`src/rtl/rr_arbiter8.sv`:
```
// rtl/rr_arbiter8.sv - eight-client round-robin arbiter with registered one-hot grant and optional hold limit
module rr_arbiter8 #(
    parameter int MAX_HOLD = 0,
    parameter int HOLD_W   = 8
) (
    input  logic       CLK,
    input  logic       RESET,
    input  logic [7:0] REQ,
    output logic [7:0] GNT,
    output logic [2:0] GNT_IDX,
    output logic       VALID
);

    typedef enum logic {
        IDLE,
        GRANT
    } state_t;

    localparam logic [HOLD_W-1:0] HOLD_LIM = HOLD_W'(MAX_HOLD);
    localparam logic [HOLD_W-1:0] CNT_MAX  = '1;
    localparam logic [HOLD_W-1:0] CNT_ONE  = HOLD_W'(1);

    state_t            state, state_nxt;
    logic [7:0]        gnt_q, gnt_nxt;
    logic              valid_q, valid_nxt;
    logic [2:0]        ptr, ptr_nxt;
    logic [HOLD_W-1:0] cnt, cnt_nxt;
    logic [2:0]        owner;
    logic [7:0]        cand;
    logic [2:0]        arb_ptr;
    logic [3:0]        win;
    logic              release_now;

    // Returns {found, index}; scanning from the far end lets the slot nearest p win.
    function automatic logic [3:0] arbitrate(input logic [7:0] v, input logic [2:0] p);
        logic [2:0] k;
        logic [3:0] r;
        r = 4'b0;
        for (int i = 7; i >= 0; i--) begin
            k = p + 3'(i);
            if (v[k]) r = {1'b1, k};
        end
        return r;
    endfunction

    // Index is the OR-encode of the registered one-hot grant, so it is zero when idle.
    assign owner = {gnt_q[4] | gnt_q[5] | gnt_q[6] | gnt_q[7],
                    gnt_q[2] | gnt_q[3] | gnt_q[6] | gnt_q[7],
                    gnt_q[1] | gnt_q[3] | gnt_q[5] | gnt_q[7]};

    always_comb begin
        state_nxt   = state;
        gnt_nxt     = gnt_q;
        valid_nxt   = valid_q;
        ptr_nxt     = ptr;
        cnt_nxt     = cnt;
        cand        = REQ;
        arb_ptr     = ptr;
        release_now = 1'b0;

        if (state == GRANT) begin
            release_now = !REQ[owner] || ((MAX_HOLD != 0) && (cnt == HOLD_LIM));
            cand        = REQ & ~gnt_q;
            arb_ptr     = owner + 3'd1;
        end

        win = arbitrate(cand, arb_ptr);

        if (state == IDLE || release_now) begin
            if (release_now) ptr_nxt = owner + 3'd1;
            if (win[3]) begin
                state_nxt = GRANT;
                gnt_nxt   = 8'b1 << win[2:0];
                valid_nxt = 1'b1;
                cnt_nxt   = CNT_ONE;
            end else begin
                state_nxt = IDLE;
                gnt_nxt   = 8'h00;
                valid_nxt = 1'b0;
                cnt_nxt   = '0;
            end
        end else if (cnt != CNT_MAX) begin
            cnt_nxt = cnt + CNT_ONE;
        end
    end

    always_ff @(posedge CLK) begin
        if (RESET) begin
            state   <= IDLE;
            gnt_q   <= 8'h00;
            valid_q <= 1'b0;
            ptr     <= 3'd0;
            cnt     <= '0;
        end else begin
            state   <= state_nxt;
            gnt_q   <= gnt_nxt;
            valid_q <= valid_nxt;
            ptr     <= ptr_nxt;
            cnt     <= cnt_nxt;
        end
    end

    assign GNT     = gnt_q;
    assign GNT_IDX = owner;
    assign VALID   = valid_q;

endmodule

```
`config.mk`:
```
export PLATFORM = sky130hd
export DESIGN_NAME = rr_arbiter8
export DESIGN_NICKNAME = d
export VERILOG_FILES = /design/src/rtl/rr_arbiter8.sv
export SDC_FILE = /design/constraint.sdc
export NUM_CORES = 1
export LEC_CHECK = 0
export BUFFER_PORTS_ARGS = -buffer_cell sky130_fd_sc_hd__buf_2
export CAP_MARGIN = 10
export CORE_ASPECT_RATIO = 0.6
export CORE_MARGIN = 4
export CORE_UTILIZATION = 55
export CTS_BUF_LIST = sky130_fd_sc_hd__clkbuf_4
export CTS_CLUSTER_DIAMETER = 150
export DETAILED_ROUTE_END_ITERATION = 16
export PLACE_DENSITY = 0.78
export SETUP_SLACK_MARGIN = 0.4
export SYNTH_ARGS = -nofsm -noshare
export SYNTH_HDL_FRONTEND = slang
export SYNTH_SLANG_ARGS = --single-unit
```
`constraint.sdc`:
```
create_clock -name CLK -period 6.49 [get_ports CLK]
set_clock_uncertainty 0.15 [all_clocks]
set_input_delay 1.298 -clock CLK [delete_from_list [all_inputs] [get_ports CLK]]
set_output_delay 1.298 -clock CLK [all_outputs]
set_load 0.02 [all_outputs]
```
==> summary by stage, run 1 <==
Detailed routing
The count of antenna-violating nets left after detailed routing is 0. The routed layout has 2184 vias. After detailed routing, the average wire length per cell comes to 18.5 µm.

The total detailed-routing wirelength is 5940 µm. After the first detailed-routing iteration, the DRC count stood at 209. For this run, design rule violations remaining after detail routing come to 0. The first detailed-routing pass took 5 iterations.

The via density per instance is 6.80.

Final layout
The library cells used most frequently in the layout, excluding fill and tap cells, are 28 x sky130_fd_sc_hd__nand2_1, 26 x sky130_fd_sc_hd__mux2i_1, 21 x sky130_fd_sc_hd__buf_2. The number of antenna diodes in the final layout is 0. The library cell used most frequently in the layout, excluding fill and tap cells, is sky130_fd_sc_hd__nand2_1. The layout-stage area growth over the synthesis result is 7.70%.

The net total in the final layout is 290. The layout cell share with drive strength beyond 1 is 15.2%.

Die
The initialized floorplan defines 16 standard-cell rows. The floorplan step set the die width to 84.6 µm. The die covers 0.00456 mm².

The top-level port count is 22. The height of the die is 53.9 µm. The initial core utilization is 58.2%. In this run the standard cell core region covers 0.00332 mm².

Run
The tool flagged a number of max-cap violations equal to 0.

Worst setup path
STA puts the critical path data arrival time at 5.19 ns. The minimum setup slack among reg-to-reg paths is 1.38 ns. The signal on the critical path passes through nor4_4 -> inv_2 -> ha_1 -> nand2_1 -> nand2_1 -> buf_4 -> inv_1 -> ha_1 -> nand3_1 -> mux2i_1 -> a211oi_2 -> mux2i_1 -> o22ai_1 -> a2111oi_2 -> and4bb_4 -> nor3b_2 -> a32o_1.

The worst register-to-register path ends at GNT[5]$_SDFFE_PP0P_. At the worst endpoint, the required time is 6.56 ns. The maximum fanout along the worst path is 20. On the critical path, the stage with the largest delay is an instance of sky130_fd_sc_hd__a211oi_2. The worst setup path is launched from a flip-flop. The worst setup path is captured at a flip-flop. The worst register-to-register path begins at GNT[7]$_SDFFE_PP0P_. The worst register-to-register path has a depth of 17.

The biggest cell delay along the critical path is 0.59 ns. The setup path with the least slack is of type reg2reg.

STA
The worst pin sits at a relative slew slack of 53.2%. The share of the clock period used by the worst path is 78.8%. The smallest clock period supported by the final layout is computed as 5.11 ns. The fmax is 196 MHz. For the pin with the worst max-slew slack, the measured transition is 0.700 ns. The number of pins with negative max-slew slack in the final report is 0. Setup repair after global routing left no endpoint under its margin. Setup violations remaining at the end of the flow were counted as 0.

The number of hold violations in the final report is 0. The summed negative setup slack over all endpoints is 0 ns.

Logic synthesis
The cell count after synthesis is 261. Each instance of the synthesized netlist takes up on average 7.41 µm². Among all flip-flop cells after synthesis, the most frequent one is sky130_fd_sc_hd__dfxtp_1.

After synthesis the cells add up to 0.00193 mm². The count of cell types in the netlist is 64. During synthesis, Yosys emitted a total of 0 warnings. The synthesized design contains 0 enable-type register cells. The flop and latch count out of synthesis is 12.

The sequential-to-total area share from yosys stat is 12.4%. The number of nets handed over by synthesis was 274. The post-synthesis async set-or-reset flop share is 0%.

Clock tree
Gates resized during post-CTS repair numbered 0. The library cell used as clock root buffer is sky130_fd_sc_hd__clkbuf_4. The number of setup buffers added after CTS is 0. Buffers inserted during clock tree synthesis total 3. In this run the number of H-tree levels came out at 1. The number of buffers inserted by hold repair at cts is 0. Clock-pin slew was measured on the worst setup and hold paths at 0.10 ns.

For the worst-skew pair, the clock arrives at the later sink with an insertion delay of 0.29 ns. The number of clock sinks seen by CTS is 12. The TritonCTS clock tree is yes. The longest clock path from root to sink contains 2 buffers.

Global route
The number of antenna violations at the first check in global routing came to 0. The global route total overflow is 0. Across every metal layer, demand over resource in global routing totals 27.0%. Entering global routing, the biggest net connects 37 pins.

The number of global-route vias before repair is 1874. The global-route wire length before repair is 9610 µm.

Status
The run finished with clean final reports.

Worst hold path
The startpoint identified for the worst hold timing path is GNT[0]$_SDFFE_PP0P_. The worst hold path terminates at GNT[0]$_SDFFE_PP0P_. Along the worst hold path, the cell count comes to 1. The type of the tightest min-delay check is reg2reg.

Placed design
Once detailed placement completed, the half-perimeter wirelength came to 4600 µm. The number of buffer cells added on primary ports is 21. The final RePlAce weighted congestion is 0.982.
-- through the flow --
stage | std cells | worst slack (ns) | hold slack (ns) | utilization, % | area (µm²)
final | 321 | 1.38 | 0.390 | 62.7 | 2080
after global placement | 317 | 1.73 | 0.366 | 61.9 | 2060
after CTS | 321 | 1.49 | 0.388 | 62.7 | 2080
after global routing | 321 | 1.01 | 0.415 | 62.7 | 2080
after floorplan | 261 | 1.52 | 0.367 | - | 1930
after detailed placement | 317 | 1.51 | 0.366 | 61.9 | 2060
-- synthesized netlist by cell type, types with 3 or more instances --
| cell | n | area (µm²) |
|---|---|---|
| sky130_fd_sc_hd__clkbuf_1 | 6 | 22.5 |
| sky130_fd_sc_hd__dfxtp_1 | 12 | 240 |
| sky130_fd_sc_hd__ha_1 | 3 | 37.5 |
| sky130_fd_sc_hd__nor3_1 | 13 | 65.1 |
| sky130_fd_sc_hd__nand2b_1 | 9 | 56.3 |
| sky130_fd_sc_hd__nand2_1 | 28 | 105 |
| sky130_fd_sc_hd__nor2_1 | 18 | 67.6 |
| sky130_fd_sc_hd__o221ai_1 | 4 | 35.0 |
| sky130_fd_sc_hd__a21o_1 | 4 | 30.0 |
| sky130_fd_sc_hd__mux2_2 | 3 | 33.8 |
| sky130_fd_sc_hd__nand3b_1 | 3 | 22.5 |
| sky130_fd_sc_hd__o21ai_0 | 10 | 50.1 |
| sky130_fd_sc_hd__and2_1 | 5 | 31.3 |
| sky130_fd_sc_hd__xnor2_1 | 3 | 26.3 |
| sky130_fd_sc_hd__a211oi_1 | 12 | 90.1 |
| sky130_fd_sc_hd__buf_2 | 4 | 20.0 |
| sky130_fd_sc_hd__a31oi_1 | 5 | 31.3 |
| sky130_fd_sc_hd__nand3_1 | 4 | 20.0 |
| sky130_fd_sc_hd__a21oi_1 | 14 | 70.1 |
| sky130_fd_sc_hd__inv_1 | 8 | 30.0 |
| sky130_fd_sc_hd__mux2i_1 | 26 | 260 |
| sky130_fd_sc_hd__o31ai_1 | 5 | 37.5 |
| sky130_fd_sc_hd__nor2b_1 | 8 | 50.1 |
| sky130_fd_sc_hd__a32o_1 | 5 | 50.1 |
-- layout make-up --
type / instances / area, µm²
clock buffers: 3 / 22.5
fillers: 312 / 1240
multi-input cells: 226 / 1600
inverters: 10 / 37.5
well taps: 45 / 56.3
clock inverters: 1 / 3.75
flip-flops and latches: 12 / 240
repair buffers: 24 / 128
-- critical path, delay by kind of cell (launching register included) --
family | cells | cell delay, ns
AND/OR/NAND/NOR | 6 | 1.34
AO/OA/AOI/OAI | 4 | 1.26
adder cells (fa/ha/maj) | 2 | 0.76
buffers and inverters | 3 | 0.75
flip-flops | 1 | 0.42
multiplexers | 2 | 0.35
-- routing by layer --
layer / vias to the layer above / track usage, % / wire length [µm]
met5: - / 0 / 0
met4: 0 / 1.05 / 9
met3: 4 / 7.03 / 503
met2: 111 / 40.1 / 2390
met1: 1033 / 40.6 / 3040
li1: 1036 / - / -
-- registers in the layout, summed over array words and instances, names as in the netlist --
name   cells
VALID      1
ptr        3
GNT        8
-- worst max-delay path by stage --
stage          slack, ns  depth (start not counted)                   to           startpoint
3_3_place_gp        1.73                         17  GNT[1]$_SDFFE_PP0P_  GNT[7]$_SDFFE_PP0P_
5_1_grt             1.01                         17  GNT[5]$_SDFFE_PP0P_  GNT[7]$_SDFFE_PP0P_
3_5_place_dp        1.51                         17  GNT[5]$_SDFFE_PP0P_  GNT[7]$_SDFFE_PP0P_
2_1_floorplan       1.52                         17  GNT[5]$_SDFFE_PP0P_  GNT[7]$_SDFFE_PP0P_
4_1_cts             1.49                         17  GNT[5]$_SDFFE_PP0P_  GNT[7]$_SDFFE_PP0P_
6_report            1.38                         17  GNT[5]$_SDFFE_PP0P_  GNT[7]$_SDFFE_PP0P_
-- kinds of logic after synthesis --
group / count (synthesis) / share of synthesized area (%)
AND/OR/NAND/NOR: 103 / 29.4
AO/OA/AOI/OAI: 87 / 34.2
multiplexers: 29 / 15.2
buffers and inverters: 23 / 5.11
flip-flops: 12 / 12.4
XOR/XNOR: 4 / 1.81
adder cells (fa/ha/maj): 3 / 1.94
Power of run 1 is left out: the tool's default activity adds up to more than one toggle a clock period on the data nets, which glitch-free logic cannot reach.
==> run 2: changes to the inputs <==
clock period = 4.75 ns   (was 6.49 ns; I/O delays follow)
==> run 2 against run 1 <==
Setup slack lost 0.80 ns. First-iteration DRC count grew 120%. Maximum frequency grew 23%. Critical path depth is the same.
==> summary by stage, run 2 (synthesis results as in run 1) <==
Status
The run finished with clean final reports.

Placed design
The estimated wirelength of the detail-placed design is 4560 µm (-0.93%). The pre-CTS worst setup slack was 0.439 ns (-1.07 ns). The number of buffer cells added on primary ports is 21 (unchanged). The final RePlAce weighted congestion was 0.952 (-3.1%).

Detailed routing
The number of violations reported at the end of detailed-routing iteration 0 is 455 (+120%). The number of optimization iterations in the first detailed-route pass is 6 (+1). The total detailed-routing wirelength came to 6010 µm (+1.1%). The count of antenna-violating nets left after detailed routing is 0 (unchanged). The via density per instance is 6.75 (-0.77%).

The total vias in the final route is 2228 (+2.0%). The final routed wire length divided by cell count is 18.2 µm (-1.6%). The remaining design rule violation count is 0 (unchanged).

Final layout
Compared with the post-synthesis result, the final layout area differs by 13.7%. Leaving out fill and tap cells, the most frequent cells in the layout are 28 x sky130_fd_sc_hd__nand2_1, 26 x sky130_fd_sc_hd__mux2i_1, 21 x sky130_fd_sc_hd__buf_2. The layout cell share with drive strength beyond 1 is 20.4% (+5.1 points).

Leaving out fill and tap cells, the most frequent cell in the layout is sky130_fd_sc_hd__nand2_1. The net total in the final layout was 299 (+3.1%). The number of flip-flops in the largest register was 8 (unchanged). The antenna diode count is 0 (unchanged).

Worst setup path
The worst setup path is captured at a flip-flop. The cell seen most often among critical-path stages is sky130_fd_sc_hd__nand2_1. The depth of the most critical reg-to-reg path is 17 (unchanged). The biggest cell delay along the critical path is 0.46 ns (-0.13 ns). The maximum fanout along the worst path is 19 (-5.0%). The critical path is of the reg2reg type. The number of logic stages on the critical path including buffering is 17 (unchanged). The critical path goes through nor4_4 -> buf_4 -> inv_2 -> ha_1 -> nand2_1 -> nand2_1 -> buf_6 -> ha_2 -> inv_1 -> nor2_1 -> a2111oi_4 -> nand2_1 -> and2_1 -> or3_1 -> and4bb_4 -> nor3b_2 -> a32o_1.

The total buffers and inverters traversed by the critical path is 4 (+1). The launching element type of the critical path is a flip-flop. The slowest stage cell on the critical path is sky130_fd_sc_hd__a2111oi_4. The minimum setup slack among reg-to-reg paths was 0.58 ns (-0.80 ns). The family with the most delay on the worst path is simple AND/OR/NAND/NOR gates. The endpoint required time on the critical path was 4.83 ns (-1.73 ns).

The critical path arrival is 4.25 ns (-0.94 ns).

Worst hold path
The type of the tightest min-delay check is reg2reg. The number of stages on the worst hold path is 1 (unchanged).

Clock tree
The number of buffers on the longest clock path was 2 (unchanged). The number of clock sinks seen by CTS is 12 (unchanged). CTS placed an instance of sky130_fd_sc_hd__clkbuf_4 at the clock tree root. The number of buffers inserted by hold repair at cts is 0 (unchanged).

The total CTS buffers was 3 (unchanged). The CTS clock-pin slew for the worst setup and hold paths is 0.10 ns (about the same). TritonCTS built the clock tree. The clock latency on the worst-skew pair is 0.30 ns (about the same).

The number of H-tree levels is 1 (unchanged).

Die
The height of the die was 53.9 µm (unchanged). The full die area is 0.00456 mm² (unchanged). The top-level port count came to 22 (unchanged).

The number of rows created at floorplan was 16 (unchanged). The placeable core region came to 0.00332 mm² (unchanged). The initial core utilization is 58.2% (unchanged). The width of the die is 84.6 µm (unchanged).

STA
The number of pins with negative max-slew slack in the final report is 0 (unchanged). The actual slew at the worst max-slew pin is 0.664 ns (-0.0364 ns). The number of hold violations in the final report is 0 (unchanged). The share of the clock period used by the worst path was 87.9% (+9.1 points). The slack of the critical path is 0.576 ns (-0.800 ns). The summed negative setup slack over all endpoints is 0 ns (unchanged).

The fmax is 240 MHz (+23%). The headroom to the max-slew limit is 55.7% (+2.5 points). The final count of negative-setup-slack endpoints came to 0 (unchanged). Setup repair after global routing left no endpoint under its margin. The minimum clock period after layout came to 4.17 ns (-0.940 ns).

Global route
The number of global-route vias before repair was 1905 (+1.7%). The met3 usage in global routing is 7.49% (+0.46 points). The met2 track demand over resource in global routing was 39.0% (-1.2 points).

The number of antenna violations at the first check in global routing is 0 (unchanged). The global-route wire length before repair was 9670 µm (+0.57%). The global routing stage identified its most utilized layer as met1.

The overall global routing resource usage is 26.8% (-0.15 points). The global route total overflow is 0 (unchanged). The maximum number of pins on one net before global-route repair is 37 (unchanged). The met1 routing resource usage after global routing came to 40.4% (-0.20 points).

Run
The count of max-cap constraint violations is 0 (unchanged).
[run 2: changes by cell type in the layout (fill, tap and decap cells not counted), moves of 2 or more]
cell                      change
sky130_fd_sc_hd__buf_4        +8
sky130_fd_sc_hd__dfxtp_2      +2
sky130_fd_sc_hd__inv_2        +2
sky130_fd_sc_hd__dfxtp_1      -2
[run 2: final timing paths]
kind	start	end
min reg2reg	GNT[0]$_SDFFE_PP0P_	GNT[0]$_SDFFE_PP0P_
max reg2reg	GNT[7]$_SDFFE_PP0P_	GNT[1]$_SDFFE_PP0P_
max	GNT[7]$_SDFFE_PP0P_	GNT[1]$_SDFFE_PP0P_
min	GNT[0]$_SDFFE_PP0P_	GNT[0]$_SDFFE_PP0P_
[run 2: cell type report]
class | instances | area, µm²
Multi-Input combinational cell | 226 | 1640
Sequential cell | 12 | 243
Inverter | 10 | 37.5
Tap cell | 45 | 56.3
Clock buffer | 3 | 22.5
Clock inverter | 1 | 3.75
Fill cell | 286 | 1120
Timing Repair Buffer | 33 | 199
[run 2: repair_timing]
action | 4_1_cts | 5_1_grt
endpoints found under the setup margin | 0 | 8
resized for setup | 0 | 7
buffers inserted | 0 | 3
[run 2: through the flow]
step                instances  utilization, %  area [µm²]  hold WS (ns)
floorplan                 261               -        1970         0.367
global placement          323            64.1        2130         0.372
detailed placement        323            64.1        2130         0.364
CTS                       327            64.9        2160         0.382
global route              330            66.2        2200         0.432
finish                    330            66.2        2200         0.399
[run 2: per-layer routing]
| metal | vias up | wire length [µm] |
|---|---|---|
| met5 | - | 0 |
| met4 | 0 | 77 |
| met2 | 157 | 2320 |
| met1 | 1011 | 2800 |
| met3 | 15 | 819 |
| li1 | 1045 | - |
Power of run 2 is left out for the same reason.
